File: config.mk
export PLATFORM = sky130hd
export DESIGN_NAME = fibo_capture
export DESIGN_NICKNAME = d
export VERILOG_FILES = /design/src/rtl/fibo_pkg.sv /design/src/rtl/fibo_fifo.sv /design/src/rtl/fibo_capture.sv
export SDC_FILE = /design/constraint.sdc
export NUM_CORES = 1
export LEC_CHECK = 0
export BUFFER_PORTS_ARGS = -buffer_cell sky130_fd_sc_hd__buf_2
export CAP_MARGIN = 20
export CORE_MARGIN = 5
export CORE_UTILIZATION = 52
export CTS_CLUSTER_DIAMETER = 120
export CTS_CLUSTER_SIZE = 24
export DETAILED_ROUTE_END_ITERATION = 8
export GPL_ROUTABILITY_DRIVEN = 0
export HOLD_SLACK_MARGIN = 0.03
export PLACE_DENSITY = 0.8
export SLEW_MARGIN = 40
export SYNTH_ARGS = -nofsm -noshare
export SYNTH_HDL_FRONTEND = slang
export SYNTH_SLANG_ARGS = --single-unit
File: constraint.sdc
create_clock -name clk -period 2.8 [get_ports clk]
set_clock_uncertainty 0.05 [all_clocks]
set_input_delay 0.84 -clock clk [delete_from_list [all_inputs] [get_ports clk]]
set_output_delay 0.84 -clock clk [all_outputs]
set_load 0.02 [all_outputs]
File: src/rtl/fibo_pkg.sv
// rtl/fibo_pkg.sv - shared types and constants for the Fibonacci generator and capture stage
package fibo_pkg;

    // Register width of the generator; the capture stage sees sums of FIBO_WIDTH+1 bits.
    localparam int FIBO_WIDTH = 4;

    // Drop counter width and its saturation value.
    localparam int                DROP_W   = 8;
    localparam logic [DROP_W-1:0] DROP_MAX = '1;

    // Capture FSM: RUN accepts samples, HALT ignores them until reset.
    typedef enum logic {
        ST_RUN  = 1'b0,
        ST_HALT = 1'b1
    } state_t;

endpackage

File: src/rtl/fibo_fifo.sv
// rtl/fibo_fifo.sv - parameterised show-ahead FIFO
//
// Ports:
//   clk    in   rising-edge clock
//   resetn in   synchronous active-low reset (clears pointers and count only)
//   push   in   write din this edge (ignored when full unless pop frees a slot)
//   pop    in   advance head this edge (ignored when empty)
//   din    in   DW-bit write data
//   dout   out  DW-bit head entry, 0 when empty
//   full   out  DEPTH entries held
//   empty  out  0 entries held
//   count  out  occupancy, $clog2(DEPTH)+1 bits
module fibo_fifo #(
    parameter int DW    = 8,
    parameter int DEPTH = 4
) (
    input  logic                       clk,
    input  logic                       resetn,
    input  logic                       push,
    input  logic                       pop,
    input  logic [DW-1:0]              din,
    output logic [DW-1:0]              dout,
    output logic                       full,
    output logic                       empty,
    output logic [$clog2(DEPTH):0]     count
);

    localparam int AW = $clog2(DEPTH);
    localparam int CW = AW + 1;

    logic [DW-1:0] r_mem [DEPTH];
    logic [AW-1:0] r_wr_ptr;
    logic [AW-1:0] r_rd_ptr;
    logic [CW-1:0] r_count;

    logic w_full;
    logic w_empty;
    logic w_do_pop;
    logic w_do_push;

    assign w_full    = (r_count == CW'(DEPTH));
    assign w_empty   = (r_count == '0);
    assign w_do_pop  = pop & ~w_empty;
    // A pop in the same edge frees the slot the push needs.
    assign w_do_push = push & (~w_full | w_do_pop);

    // Storage is deliberately not reset; empty-gating on dout hides stale data.
    always_ff @(posedge clk) begin
        if (w_do_push && resetn) begin
            r_mem[r_wr_ptr] <= din;
        end
    end

    always_ff @(posedge clk) begin
        if (!resetn) begin
            r_wr_ptr <= '0;
            r_rd_ptr <= '0;
            r_count  <= '0;
        end else begin
            if (w_do_push) begin
                r_wr_ptr <= r_wr_ptr + AW'(1);
            end
            if (w_do_pop) begin
                r_rd_ptr <= r_rd_ptr + AW'(1);
            end
            case ({w_do_push, w_do_pop})
                2'b10:   r_count <= r_count + CW'(1);
                2'b01:   r_count <= r_count - CW'(1);
                default: r_count <= r_count;
            endcase
        end
    end

    assign dout  = w_empty ? '0 : r_mem[r_rd_ptr];
    assign full  = w_full;
    assign empty = w_empty;
    assign count = r_count;

endmodule

File: src/rtl/fibo_capture.sv
// rtl/fibo_capture.sv - capture stage tagging generator sums with a term index
//
// Ports:
//   clk        in   rising-edge clock
//   reset      in   synchronous active-low reset
//   en         in   sample data_in this edge
//   data_in    in   WIDTH+1-bit generator sum
//   out_valid  out  head entry available
//   out_ready  in   consumer takes head this edge
//   out_data   out  head sample, 0 when empty
//   out_idx    out  head term index, 0 when empty
//   full       out  FIFO holds DEPTH entries
//   empty      out  FIFO holds no entries
//   drop_cnt   out  saturating count of samples rejected while full
//   seq_wrap   out  sticky: a captured sample had bit WIDTH set
//   halted     out  FSM in HALT
module fibo_capture
    import fibo_pkg::*;
#(
    parameter int WIDTH         = FIBO_WIDTH,
    parameter int DEPTH         = 4,
    parameter int IDX_W         = 8,
    parameter int STOP_ON_CARRY = 0
) (
    input  logic              clk,
    input  logic              reset,
    input  logic              en,
    input  logic [WIDTH:0]    data_in,
    output logic              out_valid,
    input  logic              out_ready,
    output logic [WIDTH:0]    out_data,
    output logic [IDX_W-1:0]  out_idx,
    output logic              full,
    output logic              empty,
    output logic [DROP_W-1:0] drop_cnt,
    output logic              seq_wrap,
    output logic              halted
);

    localparam int DW = IDX_W + WIDTH + 1;
    localparam int CW = $clog2(DEPTH) + 1;

    state_t            r_state;
    logic              r_halted;
    logic [IDX_W-1:0]  r_idx_cnt;
    logic [DROP_W-1:0] r_drop_cnt;
    logic              r_seq_wrap;

    logic [DW-1:0]     w_dout;
    logic              w_full;
    logic              w_empty;
    logic [CW-1:0]     w_count;
    logic              w_has_room;
    logic              w_run;
    logic              w_en_run;
    logic              w_pop;
    logic              w_push;
    logic              w_drop;
    logic              w_carry;

    assign w_run      = (r_state == ST_RUN);
    assign w_en_run   = en & w_run;
    assign w_has_room = (w_count != CW'(DEPTH));
    assign w_pop      = ~w_empty & out_ready;
    assign w_push     = w_en_run & (w_has_room | w_pop);
    assign w_drop     = w_en_run & ~w_has_room & ~w_pop;
    assign w_carry    = data_in[WIDTH];

    fibo_fifo #(
        .DW    (DW),
        .DEPTH (DEPTH)
    ) u_fifo (
        .clk    (clk),
        .resetn (reset),
        .push   (w_push),
        .pop    (w_pop),
        .din    ({r_idx_cnt, data_in}),
        .dout   (w_dout),
        .full   (w_full),
        .empty  (w_empty),
        .count  (w_count)
    );

    always_ff @(posedge clk) begin
        if (!reset) begin
            r_state    <= ST_RUN;
            r_halted   <= 1'b0;
            r_idx_cnt  <= '0;
            r_drop_cnt <= '0;
            r_seq_wrap <= 1'b0;
        end else begin
            // Index advances on every accepted strobe so drops appear as gaps.
            if (w_en_run) begin
                r_idx_cnt <= r_idx_cnt + IDX_W'(1);
            end
            if (w_drop && (r_drop_cnt != DROP_MAX)) begin
                r_drop_cnt <= r_drop_cnt + DROP_W'(1);
            end
            if (w_push && w_carry) begin
                r_seq_wrap <= 1'b1;
            end
            case (r_state)
                ST_RUN: begin
                    if ((STOP_ON_CARRY != 0) && w_push && w_carry) begin
                        r_state  <= ST_HALT;
                        r_halted <= 1'b1;
                    end
                end
                ST_HALT: begin
                    r_state  <= ST_HALT;
                    r_halted <= 1'b1;
                end
                default: begin
                    r_state  <= ST_RUN;
                    r_halted <= 1'b0;
                end
            endcase
        end
    end

    assign out_valid = ~w_empty;
    assign out_data  = w_dout[WIDTH:0];
    assign out_idx   = w_dout[DW-1:WIDTH+1];
    assign full      = w_full;
    assign empty     = w_empty;
    assign drop_cnt  = r_drop_cnt;
    assign seq_wrap  = r_seq_wrap;
    assign halted    = r_halted;

endmodule

==> metrics.txt, run 1 <==
Arr. time, crit path=1.75 ns; leading cell types by count after synthesis=edfxtp_1, dfxtp_1, nor2_1, and2_1, mux4_2; initial antenna violation count=0; R2R Path Start=u_fifo.count[2]; final wirelength=~5.4 mm; GRT overflow=0; synthesized area per cell=14.52 sq um; combinational power share=0.281; Tot GR Track Use=0.1546; vias per cell=5.390; Starting Density=0.5387; Clock Power Share=0.244; yosys warns=0; first-pass GRT wire length=just under 9 mm; H-Tree Depth=3; layout cells sized above 1=0.2782; DP HPWL=between 3 and 4 mm; synth-to-layout area growth=13.34%; max frequency=379.3 MHz; Max-Cap Viols=0; Rows=28; total power=2838 uW; Post-synth ARST share=0; mux cell area share after synthesis=0.1006; EDFF count, synth=52; Final Max Slew Viols=0; CTS max path bufs=2; Final TNS setup=0 ns; Worst-path clk slew=0.08 ns; DP Area=3468 sq um; Lkg Pwr=around 0.0014 uW; synthesized cell area=3208 sq um; Netlist cell types=37; Pre-antenna DRT Iters=4; xor and xnor fraction of the mapped netlist area=0.03003; Slew @ Worst Pin=0.7153 ns; Final min period=2.636 ns; P_sw=886.3 uW; Post-CTS Setup Bufs=0; DRC violations left=0; crit end category=output port; area share of the largest cell type after synthesis=0.4867; RSZ-0062 raised after global routing=false; CTS tree=done; die area=7840 sq um; post-synth top area cell=edfxtp_1; I/O pin total=35; cell count after synthesis=221; Final Cell Area=between 3000 and 4000 sq um; ANT cells=0; pwr dens=between 700 and 800 nW/um^2; largest family of logic cells by synthesized area=simple AND/OR/NAND/NOR gates; Max-Slew Margin vs Limit=0.5232; largest fanout on the critical path=13; largest net degree at the start of global routing=18; Wirelength per Cell=15.93 um; Hold Fails Final Rpt=0; worst vdd ir=0.5804 mV; Vias=around 1,800; Synth area leaders=edfxtp_1, dfxtp_1, mux4_2, and2_1, ha_1; status=finished clean; worst-skew pair later-pin latency=0.33 ns; clock root cell=clkbuf_8; Startpoint Class=register; Setup WS pre-CTS=0.02467 ns; drt initial violations=111; most common cell in the netlist=edfxtp_1; post-synthesis compound-gate area fraction=0.03393; worst setup path class=reg -> out; Tcrit/Tclk final=0.9415; sequential cell area fraction in the yosys report=0.6490; HP Class=reg -> reg; adder-cell area share of the yosys netlist=0.03354; synthesis-stage register bit count=78; cts bufs inserted=9; Die W=approximately 90 um; IO buf count=33; Switching Fraction=0.3122; Hold Path Origin=seq_wrap; Synth Area in Simple Gates=0.1271; vias in the first global route=1,798; top_reg_cell synth=edfxtp_1; Syn Nets=238; PnR worst setup slack=0.1638 ns; sequential power share=0.475; Die Y-Extent=a little under 90 um; Final Setup Violations=0; P_int=1952 uW; clk sinks=slightly below 80; nets=278; Critical Path RT=1.91 ns; antenna-violating nets left=0; core outline area=5956 sq um
==> path summary, 6_finish.rpt <==
| check | endpoint | slack, ns | cells after the start |
|---|---|---|---|
| hold reg to reg | seq_wrap | 0.42 | 2 |
| hold / removal | seq_wrap | 0.42 | 2 |
| setup reg to reg | u_fifo.count[2] | 0.52 | 8 |
| setup / recovery | out_idx[0] | 0.16 | 4 |
==> worst max-delay path: stages (launching register included) <==
cell and delay (ns):
dfxtp_1 0.34, buf_6 0.22, mux4_2 0.53, and2_1 0.17
buf_2 0.15
==> flip-flops by register name, indices dropped and copies added, names as in the netlist, named ones only <==
signal and cells:
u_fifo.r_rd_ptr 2, u_fifo.r_mem 52, u_fifo.r_wr_ptr 2, r_idx_cnt 8, u_fifo.count 3, seq_wrap 1
drop_cnt 8
==> final cells by class <==
class                   instances  area [sq um]
flip-flops and latches         78          2082
multi-input cells             125          1052
inverters                       8         30.03
clock inverters                 7         40.04
well taps                      75         93.84
clock buffers                   9         123.9
fillers                       492          2320
repair buffers                 39         214.0
==> per-stage QoR <==
| step | hold WS (ns) | util | cells |
|---|---|---|---|
| after detailed placement | 0.4112 | 0.5824 | 325 |
| after global placement | 0.3969 | 0.5824 | 325 |
| after global routing | 0.4793 | 0.6105 | 341 |
| after CTS | 0.4323 | 0.6099 | 341 |
| final | 0.4231 | 0.6105 | 341 |
| after floorplan | 0.4190 | - | 221 |
==> metal layers <==
| metal | vias to the layer above | wire length [um] | global-route usage |
|---|---|---|---|
| met5 | - | 0 | 0 |
| met4 | 0 | 87 | 0.06181 |
| met3 | 7 | 282 | 0.04283 |
| met2 | 45 | 2693 | 0.2542 |
| met1 | 895 | 2370 | 0.1947 |
| li1 | 891 | - | - |
==> timing repair <==
| action | in CTS | in global routing |
|---|---|---|
| gates resized for setup | 0 | 1 |
| setup endpoints to repair | 0 | 3 |
| hold buffers | 0 | 0 |
==> kinds of logic after synthesis <==
family / Yosys count
other: 1
flip-flops: 78
multiplexers: 16
XOR/XNOR: 11
adder cells (fa/ha/maj): 8
AND/OR/NAND/NOR: 71
buffers and inverters: 18
AO/OA/AOI/OAI: 18
==> power by group through the flow <==
stage          Combinational, uW  Sequential [uW]  Clock (uW)
2_1_floorplan                595             1370           0
3_3_place_gp                 797             1370           0
3_5_place_dp                 809             1370           0
4_1_cts                      813             1350         720
5_1_grt                      882             1360         773
6_report                     797             1350         694
==> layout by cell type, fill, tap and decap left out, types with 2 or more instances in the layout <==
cell type	count
mux2i_1	3
buf_4	5
nand4_1	6
xor2_1	8
buf_2	33
and2_1	14
ha_1	6
nor3_1	3
mux4_2	13
edfxtp_1	52
clkinv_2	3
clkbuf_8	9
clkinv_1	2
or3_1	4
a21oi_1	7
and3_1	7
nand3_1	5
nor2_1	16
nand2_1	7
xnor2_1	3
o21ai_0	5
and4_1	2
dfxtp_1	26
inv_1	7
Power figures use the tool's default switching activity.
==> inputs of run 2 (changes only) <==
--- a/config.mk
+++ b/config.mk
@@ -7,6 +7,7 @@
 export LEC_CHECK = 0
 export BUFFER_PORTS_ARGS = -buffer_cell sky130_fd_sc_hd__buf_2
 export CAP_MARGIN = 20
+export CORE_ASPECT_RATIO = 0.5
 export CORE_MARGIN = 5
 export CORE_UTILIZATION = 52
 export CTS_CLUSTER_DIAMETER = 120
==> run 2 against run 1 <==
Utilization is 2.1 points higher. Non-clock buffer count unchanged. Routed wire length grew 15%. Sequential power is essentially flat. Worst hold slack lost 0.0046 ns. Combinational power grew 3.4%. Register-to-register slack worse by 0.05 ns. Critical endpoint is now out_idx[1]. Largest cell class unchanged.
==> metrics.txt, run 2 (synthesized netlist as in run 1, its figures left out) <==
status=finished clean; Pre-antenna DRT Iters=4; max reg flops=52; worst vdd ir=0.3139 mV; fillers=roughly 440; register name with the most flops=u_fifo.r_mem; cells along the critical path=buf_4 -> mux4_2 -> and2_1 -> buf_2; layout cells sized above 1=0.2820; Startpoint Class=register; ANT cells=0; commonest cells after routing, fill and taps aside=edfxtp_1, buf_2, dfxtp_1, nor2_1, and2_1; IO buf count=33; antenna-violating nets left=0; worst reg2reg setup slack=0.47 ns; Switching Fraction=0.2869; Hold EP=seq_wrap; combinational power share=0.243; Tcrit/Tclk final=0.9595; crit end category=output port; worst setup path class=reg -> out; Hold Fails Final Rpt=0; die area=7936 sq um; hold_buf cts=0; core outline area=6031 sq um; Vias=roughly 1,900; placed insts=338; Max-Slew Margin vs Limit=0.4883; P_int=2422 uW; Clock Power Share=0.360; Die Y-Extent=65.54 um; Arr. time, crit path=about 1.8 ns; clock root cell=clkbuf_16; largest net degree at the start of global routing=18; cts bufs inserted=9; RSZ-0062 raised after global routing=false; Final Max Slew Viols=0; # resized after CTS=0; nets=278; P_sw=974.1 uW; CTS tree=done; CP max stage cell=mux4_2; Post-CTS Setup Bufs=0; pwr dens=around 890 nW/um^2; synth-to-layout area growth=18.68%; vias per cell=5.503; Max-Cap Viols=0; Final TNS setup=0 ns; most common cell after layout, fill and taps aside=edfxtp_1; R2R Path Start=u_fifo.count[0]; Final Setup Violations=0; clk sinks=78; Starting Density=0.5320; first-pass GRT wire length=roughly 10 mm; sequential power share=0.397; Crit path largest cell delay=0.55 ns; drt initial violations=145; non-filler cells in the finished layout=354; worst-skew pair later-pin latency=between 0.3 and 0.4 ns; Tot GR Track Use=0.1726; CTS max path bufs=2; R2R depth=8; Wirelength per Cell=~18 um; Die W=121.1 um; final wirelength=6.255 mm; Worst-path clk slew=0.05 ns; max frequency=372.2 MHz; HP Class=reg -> reg; Critical Path RT=1.91 ns; Final min period=approximately 2.7 ns; Rows=20; Hold Path Origin=seq_wrap; DP HPWL=3.717 mm; R2R Path End=u_fifo.count[2]; Slew @ Worst Pin=0.7676 ns; Hold Crit Depth=2; vias in the first global route=1,979; initial antenna violation count=0; H-Tree Depth=3; I/O pin total=35; GRT overflow=0; DRC violations left=0; Lkg Pwr=0.001457 uW; largest fanout on the critical path=13
==> run 2: area by class of cell <==
cell class | count | area [sq um] | area share
clock buffers | 10 | 229.0 | 0.06014
well taps | 88 | 110.1 | 0.02892
clock inverters | 6 | 93.84 | 0.02465
flip-flops and latches | 78 | 2082 | 0.5468
inverters | 8 | 30.03 | 0.007887
repair buffers | 39 | 210.2 | 0.05521
multi-input cells | 125 | 1052 | 0.2764
==> run 2: worst max-delay path by stage <==
stage / to / start / depth (start not counted)
after global placement: u_fifo.count[2] / out_ready / 10
after global routing: out_idx[7] / register / 4
after floorplan: u_fifo.count[2] / out_ready / 10
final: out_idx[1] / register / 4
after detailed placement: u_fifo.count[2] / out_ready / 10
after CTS: out_idx[1] / register / 4
==> run 2: metrics by stage <==
stage	power [uW]	hold slack, ns	worst slack, ns	util	cell area, sq um
after floorplan	1966	0.4190	0.009644	-	3219
after global placement	2170	0.4113	0.06548	0.5778	3485
after detailed placement	2201	0.4156	-0.01549	0.5778	3485
after CTS	3433	0.4281	0.09204	0.6313	3807
after global routing	3559	0.4624	0.05424	0.6313	3807
final	3396	0.4185	0.1133	0.6313	3807
==> run 2: worst max-delay path: cells and delay by family, from the launching register on <==
family | cells | cell delay (ns)
buffers and inverters | 2 | 0.43
flip-flops | 1 | 0.30
multiplexers | 1 | 0.55
AND/OR/NAND/NOR | 1 | 0.18
==> run 2: power groups by stage <==
stage / clock, uW / combinational (uW) / sequential (uW)
6_report: 1220 / 824 / 1350
5_1_grt: 1300 / 898 / 1360
4_1_cts: 1250 / 837 / 1350
3_5_place_dp: 0 / 829 / 1370
3_3_place_gp: 0 / 805 / 1370
2_1_floorplan: 0 / 595 / 1370
==> run 2: metal layers <==
| layer | GRT usage | up-vias | share of wire |
|---|---|---|---|
| li1 | - | 900 | - |
| met1 | 0.2058 | 943 | 0.41 |
| met2 | 0.2896 | 90 | 0.50 |
| met3 | 0.06105 | 15 | 0.077 |
| met4 | 0.06921 | 0 | 0.013 |
| met5 | 0 | - | 0 |
==> inputs of run 3 (changes only) <==
--- a/config.mk
+++ b/config.mk
@@ -9,13 +9,14 @@
 export CAP_MARGIN = 20
 export CORE_ASPECT_RATIO = 0.5
 export CORE_MARGIN = 5
-export CORE_UTILIZATION = 52
+export CORE_UTILIZATION = 45
 export CTS_CLUSTER_DIAMETER = 120
 export CTS_CLUSTER_SIZE = 24
 export DETAILED_ROUTE_END_ITERATION = 8
 export GPL_ROUTABILITY_DRIVEN = 0
 export HOLD_SLACK_MARGIN = 0.03
-export PLACE_DENSITY = 0.8
+export PLACE_DENSITY = 0.71
+export RECOVER_POWER = 100
 export SLEW_MARGIN = 40
 export SYNTH_ARGS = -nofsm -noshare
 export SYNTH_HDL_FRONTEND = slang
==> run 3 against run 2 <==
Count of clock-buffer cells in the layout down 1. Combinational power is 2% lower. Cell count rose by 1.1%. Fmax hardly changed. Routed wire length is 5.8% lower. Clock power fell by 12%. Sequential power hardly changed. Worst hold slack better by 0.028 ns. Power decreased by 5.3%. Die area increased by 14%. Utilization shrank 8.6 points. Critical endpoint is now out_idx[6]. Largest cell class unchanged. Highest routed layer unchanged.
==> metrics.txt, run 3 (synthesized netlist as in run 1, its figures left out) <==
Final min period=2.688 ns; largest net degree at the start of global routing=18; RSZ-0062 raised after global routing=false; ANT cells=0; Arr. time, crit path=1.80 ns; vias per cell=approximately 5.2; Final Max Slew Viols=0; Wirelength per Cell=16.46 um; Tot GR Track Use=0.1458; GRT overflow=0; H-Tree Depth=3; cells along the critical path=buf_4 -> mux4_2 -> and2_1 -> buf_2; total power=about 3200 uW; I/O pin total=35; area of the multi-input gates=1028 sq um; delay-heaviest family, CP=multiplexers; nets=278; Pre-antenna DRT Iters=4; largest fanout on the critical path=13; Setup WS pre-CTS=-0.01218 ns; Final Setup Violations=0; Rows=21; DRC violations left=0; die area=9020 sq um; cts bufs inserted=9; fin util=0.5453; antenna-violating nets left=0; Startpoint Class=register; worst-skew pair later-pin latency=0.33 ns; DP HPWL=between 3 and 4 mm; CP max stage cell=mux4_2; commonest cells after routing, fill and taps aside=edfxtp_1, dfxtp_1, clkbuf_1, nor2_1; vias in the first global route=1,996; most common cell after layout, fill and taps aside=edfxtp_1; CTS max path bufs=2; clock root cell=clkbuf_16; Worst-path clk slew=0.06 ns; status=finished clean; register area=2082 sq um; layout cells sized above 1=0.1842; clk sinks=78; non-filler cells in the finished layout=around 360; initial antenna violation count=0; HP Class=reg -> reg; Worst Path Buf+Inv=2; Vias=between 1,500 and 2,000; register name with the most flops=u_fifo.r_mem; first-pass GRT wire length=9.970 mm; Post-CTS Setup Bufs=0; # resized after CTS=0; Hold Fails Final Rpt=0; placed insts=between 300 and 400; max frequency=372.0 MHz; fillers=576; Die W=129.4 um; Die Y-Extent=69.71 um; synth-to-layout area growth=15.68%; Crit path largest cell delay=0.55 ns; Tcrit/Tclk final=0.9601; drt initial violations=71; Hold WS=0.4462 ns; crit end category=output port; pwr dens=slightly below 900 nW/um^2; Max-Slew Margin vs Limit=0.5222; IO buf count=33; Max-Cap Viols=0; Starting Density=0.4714; Lkg Pwr=0.001350 uW; hold_buf cts=0; max reg flops=52; core outline area=6805 sq um; worst setup path class=reg -> out; Slew @ Worst Pin=0.7167 ns; PnR worst setup slack=0.1117 ns; Critical Path RT=around 1.9 ns; CTS tree=done; worst vdd ir=0.3866 mV; final wirelength=5.891 mm
run 3: changes by cell type in the layout (fill, tap and decap cells not counted), moves of 2 or more:
| cell | before | now |
|---|---|---|
| clkbuf_2 | 0 | 12 |
| clkbuf_1 | 1 | 22 |
| buf_2 | 33 | 2 |
| inv_6 | 1 | 3 |
| bufinv_16 | 2 | 0 |
| buf_4 | 6 | 3 |
run 3: through the flow:
step / instance area [sq um] / TNS, ns
6_report: 3711 / 0
5_1_grt: 3711 / 0
4_1_cts: 3770 / 0
3_5_place_dp: 3490 / -0.01218
3_3_place_gp: 3490 / 0
2_1_floorplan: 3219 / 0
run 3: area by class of cell:
| type | count | share of cell area |
|---|---|---|
| Clock inverter | 7 | 0.01483 |
| Clock buffer | 9 | 0.06069 |
| Multi-Input combinational cell | 125 | 0.2771 |
| Tap cell | 92 | 0.03102 |
| Inverter | 8 | 0.008092 |
| Timing Repair Buffer | 39 | 0.04720 |
| Sequential cell | 78 | 0.5610 |
run 3: layer usage:
layer | GRT usage | share of wire
met3 | 0.04923 | 0.055
met1 | 0.1882 | 0.45
met5 | 0 | 0
met4 | 0.05937 | 0.015
met2 | 0.2253 | 0.48
run 3: worst paths after layout:
kind | depth (start not counted) | from | slack (ns) | end
worst max-delay path | 4 | register | 0.11 | out_idx[6]
worst min-delay path | 2 | seq_wrap | 0.45 | seq_wrap
worst max register to register | 8 | u_fifo.count[2] | 0.38 | u_fifo.count[2]
worst min register to register | 2 | seq_wrap | 0.45 | seq_wrap
run 3: worst min-delay path, stage by stage (launching register included):
cell     delay, ns
dfxtp_1       0.34
a21oi_1       0.04
nor2_1        0.08
run 3: power by group:
part	switching (uW)	internal (uW)	total (uW)	leakage, uW
combinational	491	315	807	0.000501
sequential	43.9	1300	1340	0.000716
clock	458	608	1070	0.000133
total	993	2220	3210	0.00135
